## config.mk

```make
export PLATFORM = sky130hd
export DESIGN_NAME = hazard_mc
export DESIGN_NICKNAME = d
export VERILOG_FILES = /design/src/rtl/hazard_pkg.sv /design/src/rtl/hazard_core.sv /design/src/rtl/hazard_mc.sv
export SDC_FILE = /design/constraint.sdc
export NUM_CORES = 1
export LEC_CHECK = 0
export ABC_AREA = 1
export CORE_MARGIN = 2
export CORE_UTILIZATION = 53
export CTS_BUF_LIST = sky130_fd_sc_hd__clkbuf_8
export CTS_CLUSTER_SIZE = 16
export DETAILED_ROUTE_END_ITERATION = 6
export PLACE_DENSITY = 0.9
export REMOVE_ABC_BUFFERS = 1
export SLEW_MARGIN = 25
export SYNTH_ARGS = -nofsm -noshare
export SYNTH_HDL_FRONTEND = slang
export SYNTH_SLANG_ARGS = --single-unit
```

## constraint.sdc

```tcl
create_clock -name clk -period 7.2 [get_ports clk]
set_clock_uncertainty 0.2 [all_clocks]
set_input_delay 1.8 -clock clk [delete_from_list [all_inputs] [get_ports clk]]
set_output_delay 1.8 -clock clk [all_outputs]
set_load 0.005 [all_outputs]
```

## src/rtl/hazard_pkg.sv

```systemverilog
// Shared encodings for the multicore hazard unit.
package hazard_pkg;
  localparam logic [1:0] FWD_RF = 2'b00;
  localparam logic [1:0] FWD_W  = 2'b01;
  localparam logic [1:0] FWD_M  = 2'b10;

  localparam logic [31:0] REG_ZERO = '0;

  typedef enum logic {
    IDLE = 1'b0,
    WAIT = 1'b1
  } mem_state_e;
endpackage

```

## src/rtl/hazard_core.sv

```systemverilog
// One core's forwarding selects, local hazard/freeze detection, memory wait FSM,
// timeout flag and saturating stall counter.
module hazard_core
  import hazard_pkg::*;
#(
  parameter int REGW = 5,
  parameter int TOUT = 64,
  parameter int CNTW = 16
) (
  input  logic            clk,
  input  logic            reset_n,
  input  logic            regwriteE_i,
  input  logic            regwriteM_i,
  input  logic            regwriteW_i,
  input  logic            memtoregE_i,
  input  logic            memtoregM_i,
  input  logic [REGW-1:0] writeregE_i,
  input  logic [REGW-1:0] writeregM_i,
  input  logic [REGW-1:0] writeregW_i,
  input  logic [REGW-1:0] rsD_i,
  input  logic [REGW-1:0] rtD_i,
  input  logic [REGW-1:0] rsE_i,
  input  logic [REGW-1:0] rtE_i,
  input  logic            branchD_i,
  input  logic            jumpD_i,
  input  logic            jalD_i,
  input  logic            jalE_i,
  input  logic            jalM_i,
  input  logic            memreqM_i,
  input  logic            dmem_ready_i,
  input  logic            perf_clr_i,
  input  logic            stallD_i,
  output logic [1:0]      forwardAE_o,
  output logic [1:0]      forwardBE_o,
  output logic            forwardAD_o,
  output logic            forwardBD_o,
  output logic            hz_o,
  output logic            freeze_o,
  output logic            timeout_err_o,
  output logic [CNTW-1:0] stall_cnt_o
);
  localparam int TW = $clog2(TOUT + 1);
  localparam logic [TW-1:0] TLAST = TW'(TOUT - 1);
  localparam logic [REGW-1:0] RZ = REG_ZERO[REGW-1:0];

  mem_state_e      state_q, state_d;
  logic [TW-1:0]   wcnt_q, wcnt_d;
  logic            terr_q, terr_d;
  logic [CNTW-1:0] scnt_q, scnt_d;
  logic            lwstall, brstall, jstall, jalstall;

  function automatic logic [1:0] fwd_sel(input logic [REGW-1:0] src,
                                         input logic [REGW-1:0] wm, input logic rwm,
                                         input logic [REGW-1:0] ww, input logic rww);
    if (src != RZ && src == wm && rwm)      return FWD_M;
    else if (src != RZ && src == ww && rww) return FWD_W;
    else                                    return FWD_RF;
  endfunction

  assign forwardAE_o = fwd_sel(rsE_i, writeregM_i, regwriteM_i, writeregW_i, regwriteW_i);
  assign forwardBE_o = fwd_sel(rtE_i, writeregM_i, regwriteM_i, writeregW_i, regwriteW_i);
  assign forwardAD_o = (rsD_i != RZ) && (rsD_i == writeregM_i) && regwriteM_i;
  assign forwardBD_o = (rtD_i != RZ) && (rtD_i == writeregM_i) && regwriteM_i;

  assign lwstall  = memtoregE_i && (rtE_i != RZ) && (rsD_i == rtE_i || rtD_i == rtE_i);
  assign brstall  = branchD_i &&
                    ((regwriteE_i && writeregE_i != RZ &&
                      (writeregE_i == rsD_i || writeregE_i == rtD_i)) ||
                     (memtoregM_i && (writeregM_i == rsD_i || writeregM_i == rtD_i)));
  assign jstall   = jumpD_i && !jalD_i;
  assign jalstall = jalE_i || jalM_i;
  assign hz_o     = lwstall || brstall || jstall || jalstall;
  assign freeze_o = memreqM_i && !dmem_ready_i;

  always_comb begin
    state_d = state_q;
    wcnt_d  = wcnt_q;
    terr_d  = terr_q;
    case (state_q)
      IDLE: if (freeze_o) begin
        state_d = WAIT;
        wcnt_d  = '0;
      end
      WAIT: begin
        if (dmem_ready_i)          state_d = IDLE;
        else if (wcnt_q != TLAST)  wcnt_d  = wcnt_q + TW'(1);
      end
      default: state_d = IDLE;
    endcase
    // Sticky: once a wait has lasted TOUT cycles the flag stays until reset.
    if (state_d == WAIT && wcnt_d == TLAST) terr_d = 1'b1;
  end

  always_comb begin
    scnt_d = scnt_q;
    if (perf_clr_i)                       scnt_d = '0;
    else if (stallD_i && scnt_q != '1)    scnt_d = scnt_q + CNTW'(1);
  end

  always_ff @(posedge clk or negedge reset_n) begin
    if (!reset_n) begin
      state_q <= IDLE;
      wcnt_q  <= '0;
      terr_q  <= 1'b0;
      scnt_q  <= '0;
    end else begin
      state_q <= state_d;
      wcnt_q  <= wcnt_d;
      terr_q  <= terr_d;
      scnt_q  <= scnt_d;
    end
  end

  assign timeout_err_o = terr_q;
  assign stall_cnt_o   = scnt_q;
endmodule

```

## src/rtl/hazard_mc.sv

```systemverilog
// N-core hazard unit: per-core hazard logic plus optional lockstep combining of
// hazards and memory freezes across cores.
module hazard_mc
  import hazard_pkg::*;
#(
  parameter int NCORES   = 2,
  parameter int REGW     = 5,
  parameter int LOCKSTEP = 1,
  parameter int TOUT     = 64,
  parameter int CNTW     = 16
) (
  input  logic                   clk,
  input  logic                   reset_n,
  input  logic [NCORES-1:0]      regwriteE,
  input  logic [NCORES-1:0]      regwriteM,
  input  logic [NCORES-1:0]      regwriteW,
  input  logic [NCORES-1:0]      memtoregE,
  input  logic [NCORES-1:0]      memtoregM,
  input  logic [NCORES*REGW-1:0] writeregE,
  input  logic [NCORES*REGW-1:0] writeregM,
  input  logic [NCORES*REGW-1:0] writeregW,
  input  logic [NCORES*REGW-1:0] rsD,
  input  logic [NCORES*REGW-1:0] rtD,
  input  logic [NCORES*REGW-1:0] rsE,
  input  logic [NCORES*REGW-1:0] rtE,
  input  logic [NCORES-1:0]      branchD,
  input  logic [NCORES-1:0]      jumpD,
  input  logic [NCORES-1:0]      jalD,
  input  logic [NCORES-1:0]      jalE,
  input  logic [NCORES-1:0]      jalM,
  input  logic [NCORES-1:0]      memreqM,
  input  logic [NCORES-1:0]      dmem_ready,
  input  logic                   perf_clr,
  output logic [NCORES*2-1:0]    forwardAE,
  output logic [NCORES*2-1:0]    forwardBE,
  output logic [NCORES-1:0]      forwardAD,
  output logic [NCORES-1:0]      forwardBD,
  output logic [NCORES-1:0]      stallF,
  output logic [NCORES-1:0]      stallD,
  output logic [NCORES-1:0]      stallE,
  output logic [NCORES-1:0]      stallM,
  output logic [NCORES-1:0]      flushE,
  output logic [NCORES-1:0]      timeout_err,
  output logic [NCORES*CNTW-1:0] stall_cnt
);
  logic [NCORES-1:0] hz, frz, any_hz, any_frz;

  for (genvar gi = 0; gi < NCORES; gi++) begin : g_core
    hazard_core #(.REGW(REGW), .TOUT(TOUT), .CNTW(CNTW)) u_core (
      .clk          (clk),
      .reset_n      (reset_n),
      .regwriteE_i  (regwriteE[gi]),
      .regwriteM_i  (regwriteM[gi]),
      .regwriteW_i  (regwriteW[gi]),
      .memtoregE_i  (memtoregE[gi]),
      .memtoregM_i  (memtoregM[gi]),
      .writeregE_i  (writeregE[gi*REGW +: REGW]),
      .writeregM_i  (writeregM[gi*REGW +: REGW]),
      .writeregW_i  (writeregW[gi*REGW +: REGW]),
      .rsD_i        (rsD[gi*REGW +: REGW]),
      .rtD_i        (rtD[gi*REGW +: REGW]),
      .rsE_i        (rsE[gi*REGW +: REGW]),
      .rtE_i        (rtE[gi*REGW +: REGW]),
      .branchD_i    (branchD[gi]),
      .jumpD_i      (jumpD[gi]),
      .jalD_i       (jalD[gi]),
      .jalE_i       (jalE[gi]),
      .jalM_i       (jalM[gi]),
      .memreqM_i    (memreqM[gi]),
      .dmem_ready_i (dmem_ready[gi]),
      .perf_clr_i   (perf_clr),
      .stallD_i     (stallD[gi]),
      .forwardAE_o  (forwardAE[gi*2 +: 2]),
      .forwardBE_o  (forwardBE[gi*2 +: 2]),
      .forwardAD_o  (forwardAD[gi]),
      .forwardBD_o  (forwardBD[gi]),
      .hz_o         (hz[gi]),
      .freeze_o     (frz[gi]),
      .timeout_err_o(timeout_err[gi]),
      .stall_cnt_o  (stall_cnt[gi*CNTW +: CNTW])
    );
  end

  if (LOCKSTEP != 0) begin : g_lockstep
    assign any_hz  = {NCORES{|hz}};
    assign any_frz = {NCORES{|frz}};
  end else begin : g_indep
    assign any_hz  = hz;
    assign any_frz = frz;
  end

  // A frozen pipe holds E, so a hazard must not bubble over the held instruction.
  assign stallF = any_hz | any_frz;
  assign stallD = any_hz | any_frz;
  assign stallE = any_frz;
  assign stallM = any_frz;
  assign flushE = any_hz & ~any_frz;
endmodule

```

# After elaboration in Yosys (flattened, before gate mapping)
# Index checks and enable logic that the tools add are counted.
word_totals:
  output_inout_bits: 56
  elab_cells: 151
  register_bits: 50
  input_bits: 97
classes:
  eq_ne: 30
  addsub: 4
  n_mux: 26
  n_reduce_logical: 78
  n_bitwise: 5
ops:
  columns: ["operator", "n"]
  rows:
  - ["$eq 5x5->1", 24]
  - ["$mux 16", 4]
  - ["$reduce_bool 5->1", 10]
  - ["$logic_and 1x1->1", 44]
  - ["$mux 7", 6]
  - ["$add 16x1->16 const B", 2]
  - ["$ne 16x16->1 const B", 2]
  - ["$pmux 7 s2", 2]
  - ["$logic_or 1x1->1", 16]
  - ["$add 7x1->7 const B", 2]
  - ["$eq 7x6->1 const B", 2]
  - ["$ne 7x6->1 const B", 2]
  - ["$mux 1", 8]
  - ["$mux 2", 4]
  - ["$logic_not 1->1", 4]
  - ["$pmux 1 s2", 2]
  - ["$reduce_bool 2->1", 2]
  - ["$reduce_or 2->1", 2]
  - ["$and 2x2->2", 1]
  - ["$not 1->1", 2]
  - ["$not 2->2", 1]
  - ["$or 2x2->2", 1]

# Depth between registers and ports, before layout
depth:
  word_depth: 13
  depth_mapped: 15
  mapped_depth_nobuf: 13

# Hierarchy
# From an unflattened synthesis, not the netlist that was laid out.
hier_totals:
  cells_unflattened: 738
  area_unflattened_um2: 4820.9
by_module_without_submodules:
  columns: ["module", "n_inst", "cells_each", "area_each_um2", "seq_area_each_um2"]
  rows:
  - ["hazard_core at g_core[1].u_core", 1, 367, 2413.6, 625.6]
  - ["hazard_core at g_core[0].u_core", 1, 357, 2321.0, 625.6]
  - ["hazard_mc", 1, 14, 86.3, 0.0]

# Worst setup path after synthesis
# Ideal clock, no wire load.
synth_timing:
  path_type: "input to output"
  startpoint: "in rtE[9]"
  endpoint: "out stallD[0]"
  path_buffers: 3
  required_time_ps: 5200
  setup_slack_ps: 2136
  arrival_time_ps: 3064
  stages: 11
  path_cell_list: "clkbuf_2 > inv_1 > nand4_1 > nand2_1 > inv_1 > nand2_1 > nand2_1 > nor2_1 > nand4_2 > buf_2 > buf_4"
synth_via:
  elab_chain_cells: 8
  word_cells_on_any_way: 11
  classes_between: "2 x eq/ne; 1 x bitwise; 8 x reduce/logical"
synth_lines:
  columns: ["element", "line", "text"]
  rows:
  - ["start, declared", "hazard_mc.sv:25", "input logic [NCORES*REGW-1:0] rtE,"]
  - ["$eq 5x5->1 or $reduce_bool 5->1 (tied branches)", "hazard_core.sv:65", "assign lwstall = memtoregE_i && (rtE_i != RZ) && (rsD_i == rtE_i || rtD_i == rtE_i);"]
  - ["$logic_or 1x1->1 or $logic_and 1x1->1 (tied branches)", "hazard_core.sv:65", null]
  - ["$logic_and 1x1->1 (*)", "hazard_core.sv:65", null]
  - ["$logic_or 1x1->1 (*) (3 in a row)", "hazard_core.sv:72", "assign hz_o = lwstall || brstall || jstall || jalstall;"]
  - ["$reduce_or 2->1 (*)", "hazard_mc.sv:85", "assign any_hz = {NCORES{|hz}};"]
  - ["$or 2x2->2 (*)", "hazard_mc.sv:94", "assign stallD = any_hz | any_frz;"]
  - ["end, declared", "hazard_mc.sv:39", "output logic [NCORES-1:0] stallD,"]
# Every way passes the cells marked *; elsewhere a longest branch is shown, timed or not.

# Worst setup path after layout
layout_timing:
  startpoint: "in writeregM[2]"
  endpoint: "out forwardBE[1]"
layout_via:
  elab_chain_cells: 4
layout_lines:
  columns: ["element", "line", "text"]
  rows:
  - ["start, declared", "hazard_mc.sv:20", "input logic [NCORES*REGW-1:0] writeregM,"]
  - ["$eq 5x5->1", "hazard_core.sv:55", "if (src != RZ && src == wm && rwm) return FWD_M;"]
  - ["$logic_and 1x1->1 (2 in a row)", "hazard_core.sv:55", null]
  - ["$mux 2", "hazard_core.sv:55", null]
  - ["end, declared", "hazard_mc.sv:35", "output logic [NCORES*2-1:0] forwardBE,"]
# Every way passes these cells.

==> metrics <==
status finished, final reports clean; peak supply drop between 0.09 and 0.1 mV; Synth Register Bits 50; Die Ht around 99 um; Clock Tree Buf Depth 2; first-pass GRT wire length approximately 24 mm; combinational power share 0.312; Setup TNS 0 ps; # rows 34; Overflow after GRT 0; CP endpoint kind output pin; gr usage total 0.297; Die X around 99 um; clock share of power 0.251; WL/cell 15.2 um; fmax 166 MHz; WHS 277 ps; Psw between 0.2 and 0.25 mW; worst hold path type flip-flop to flip-flop; initial antenna violation count 0; unrepaired setup endpoints after global routing no; library cells used by synthesis 43; YS warnings 0; htree depth 2; vias in the first global route roughly 5.3k; Hold Buf Count CTS 0; Via density roughly 5.6; leak pwr between 3 and 4 nW; Clock Sinks 50; starting density of the core 0.551; number of CTS-inserted buffers 5; Top Ports roughly 150; Placed Area roughly 0.0063 mm^2; Port Buffers 152; post-CTS setup buffers 0; largest net degree at the start of global routing 65; min Tclk post-route 6010 ps; Avg Synthesized Cell Area approximately 6.5 um^2; CP startpoint kind primary input; CTS clk-pin slew, worst paths ~100 ps; cts repair resizes 0; Synth-to-Final Area Change 32.4%; Clock Latency Late Sink approximately 320 ps; sequential power share 0.437; Core Area roughly 0.009 mm^2; TritonCTS clock tree yes; die area just under 0.01 mm^2; Crit Path Category primary input to output pin; Post-Syn Instances 743; Sw Ratio 0.331; Placed Instances between 900 and 1k; dpl hpwl ~12 mm; Data required, critical path 5200 ps; Total Routed Length roughly 15 mm; register area share after synthesis 0.259; final instance area between 0.006 and 0.007 mm^2; Slew Viols, Final 0; placer congestion estimate between 0.9 and 1; most common cell after layout, fill and taps aside nand2_1; worst-path fanout max 5; Power Dens Cells about 110 mW/mm^2; endpoints failing setup 0; Worst Tran Pin Value between 900 and 1000 ps; Slew HR 0.360; internal power 0.468 mW; Power Total 0.699 mW; DRT Pass-1 Iters 5; DRC Markers 0; antenna fix cells 0; nets@finish about 970; final-report hold violation count 0; Layout Cells excl Fill roughly 980; DRT iter0 DRCs ~340; Worst Path Arrival 4010 ps; layout cells sized above 1 0.0309; Tcrit/Tclk final 0.835; Routed Antenna Nets 0; commonest cells after routing, fill and taps aside nand2_1, clkdlybuf4s50_1, inv_1; Mapped Area slightly below 0.005 mm^2; vias about 5.5k; MaxCap Viol Count 0; root buf cell clkbuf_8
==> path summary, 6_finish.rpt <==
| kind | from | end | slack (ps) | cells past startpoint |
|---|---|---|---|---|
| max | writeregM[2] | forwardBE[1] | 1190 | 9 |
| min | g_core[0].u_core.timeout_err_o$_DFFE_PN0P_ | g_core[0].u_core.timeout_err_o$_DFFE_PN0P_ | 280 | 1 |
| max reg2reg | g_core[0].u_core.stall_cnt_o[0]$_DFFE_PN0P_ | g_core[0].u_core.stall_cnt_o[1]$_DFFE_PN0P_ | 4490 | 9 |
| min reg2reg | g_core[0].u_core.timeout_err_o$_DFFE_PN0P_ | g_core[0].u_core.timeout_err_o$_DFFE_PN0P_ | 280 | 1 |
| max in group asynchronous | reset_n | g_core[1].u_core.stall_cnt_o[6]$_DFFE_PN0P_ | 4990 | 2 |
| min in group asynchronous | reset_n | g_core[0].u_core.stall_cnt_o[11]$_DFFE_PN0P_ | 1370 | 2 |
==> per-stage QoR <==
| step | setup WS [ps] | util |
|---|---|---|
| 2_1_floorplan | 2220 | - |
| 3_3_place_gp | 1150 | 0.719 |
| 3_5_place_dp | 1190 | 0.719 |
| 4_1_cts | 1180 | 0.730 |
| 5_1_grt | 976 | 0.730 |
| 6_report | 1190 | 0.730 |
==> power groups by stage <==
stage               Sequential, mW  Clock, mW  Combinational, mW
global route                 0.307      0.187              0.242
global placement             0.309          0              0.211
floorplan                    0.308          0             0.0967
CTS                          0.305      0.178              0.217
detailed placement           0.310          0              0.216
finish                       0.306      0.175              0.218
==> kinds of logic (layout without fill, tap and decap cells) <==
kind of cell / Yosys count / after routing / share of synthesized area
flip-flops: 50 / 50 / 0.259
buffers and inverters: 157 / 288 / 0.139
AO/OA/AOI/OAI: 65 / 65 / 0.0891
AND/OR/NAND/NOR: 396 / 396 / 0.374
XOR/XNOR: 71 / 71 / 0.129
adder cells (fa/ha/maj): 4 / 4 / 0.0104
==> per-layer routing <==
layer,wire (um),track usage,vias to the layer above
li1,-,-,2668
met1,6080,0.365,2532
met2,7310,0.536,239
met3,1120,0.0443,37
met4,365,0.0938,0
met5,0,0,-
==> sequential cells by signal (all words and copies together), names as in the netlist <==
| name | cells |
|---|---|
| g_core.u_core.stall_cnt_o | 32 |
| g_core.u_core.state_q | 2 |
| g_core.u_core.timeout_err_o | 2 |
| g_core.u_core.wcnt_q | 14 |
==> area by class of cell <==
type / count / area (um^2)
Timing Repair Buffer: 155 / 1540
Clock buffer: 5 / 68.8
Multi-Input combinational cell: 536 / 2910
Sequential cell: 50 / 1250
Inverter: 125 / 469
Tap cell: 108 / 135
Clock inverter: 3 / 23.8
Fill cell: 686 / 2370
==> Yosys cell counts (all sizes together) <==
master | count | area share
nand2 | 185 | 0.15
inv | 125 | 0.097
nand3 | 70 | 0.073
nor2 | 70 | 0.055
dfrtp | 50 | 0.26
xor2 | 49 | 0.089
nand4 | 44 | 0.063
buf | 26 | 0.036
xnor2 | 22 | 0.040
a21oi | 17 | 0.018
nor3 | 14 | 0.016
o21ai | 12 | 0.012
nor4 | 8 | 0.013
a221oi | 7 | 0.013
a211oi | 6 | 0.0093
clkbuf | 6 | 0.0057
o22ai | 6 | 0.0078
ha | 4 | 0.010
o2111ai | 4 | 0.0073
or2 | 3 | 0.0039
a311oi | 2 | 0.0036
a32oi | 2 | 0.0036
o211ai | 2 | 0.0031
o32ai | 2 | 0.0036
a2111oi | 1 | 0.0018
a21o | 1 | 0.0016
a31oi | 1 | 0.0013
nand3b | 1 | 0.0016
nor3b | 1 | 0.0026
o221ai | 1 | 0.0018
o31ai | 1 | 0.0016
==> worst max-delay path, cell delays in order <==
cell	delay, ps
clkdlybuf4s50_1	640
inv_1	120
nand2_1	80
o21ai_0	90
nor2_1	110
o2111ai_1	90
a2111oi_0	370
buf_4	210
clkdlybuf4s50_1	500
No activity file was read; power rests on OpenSTA's default activity.
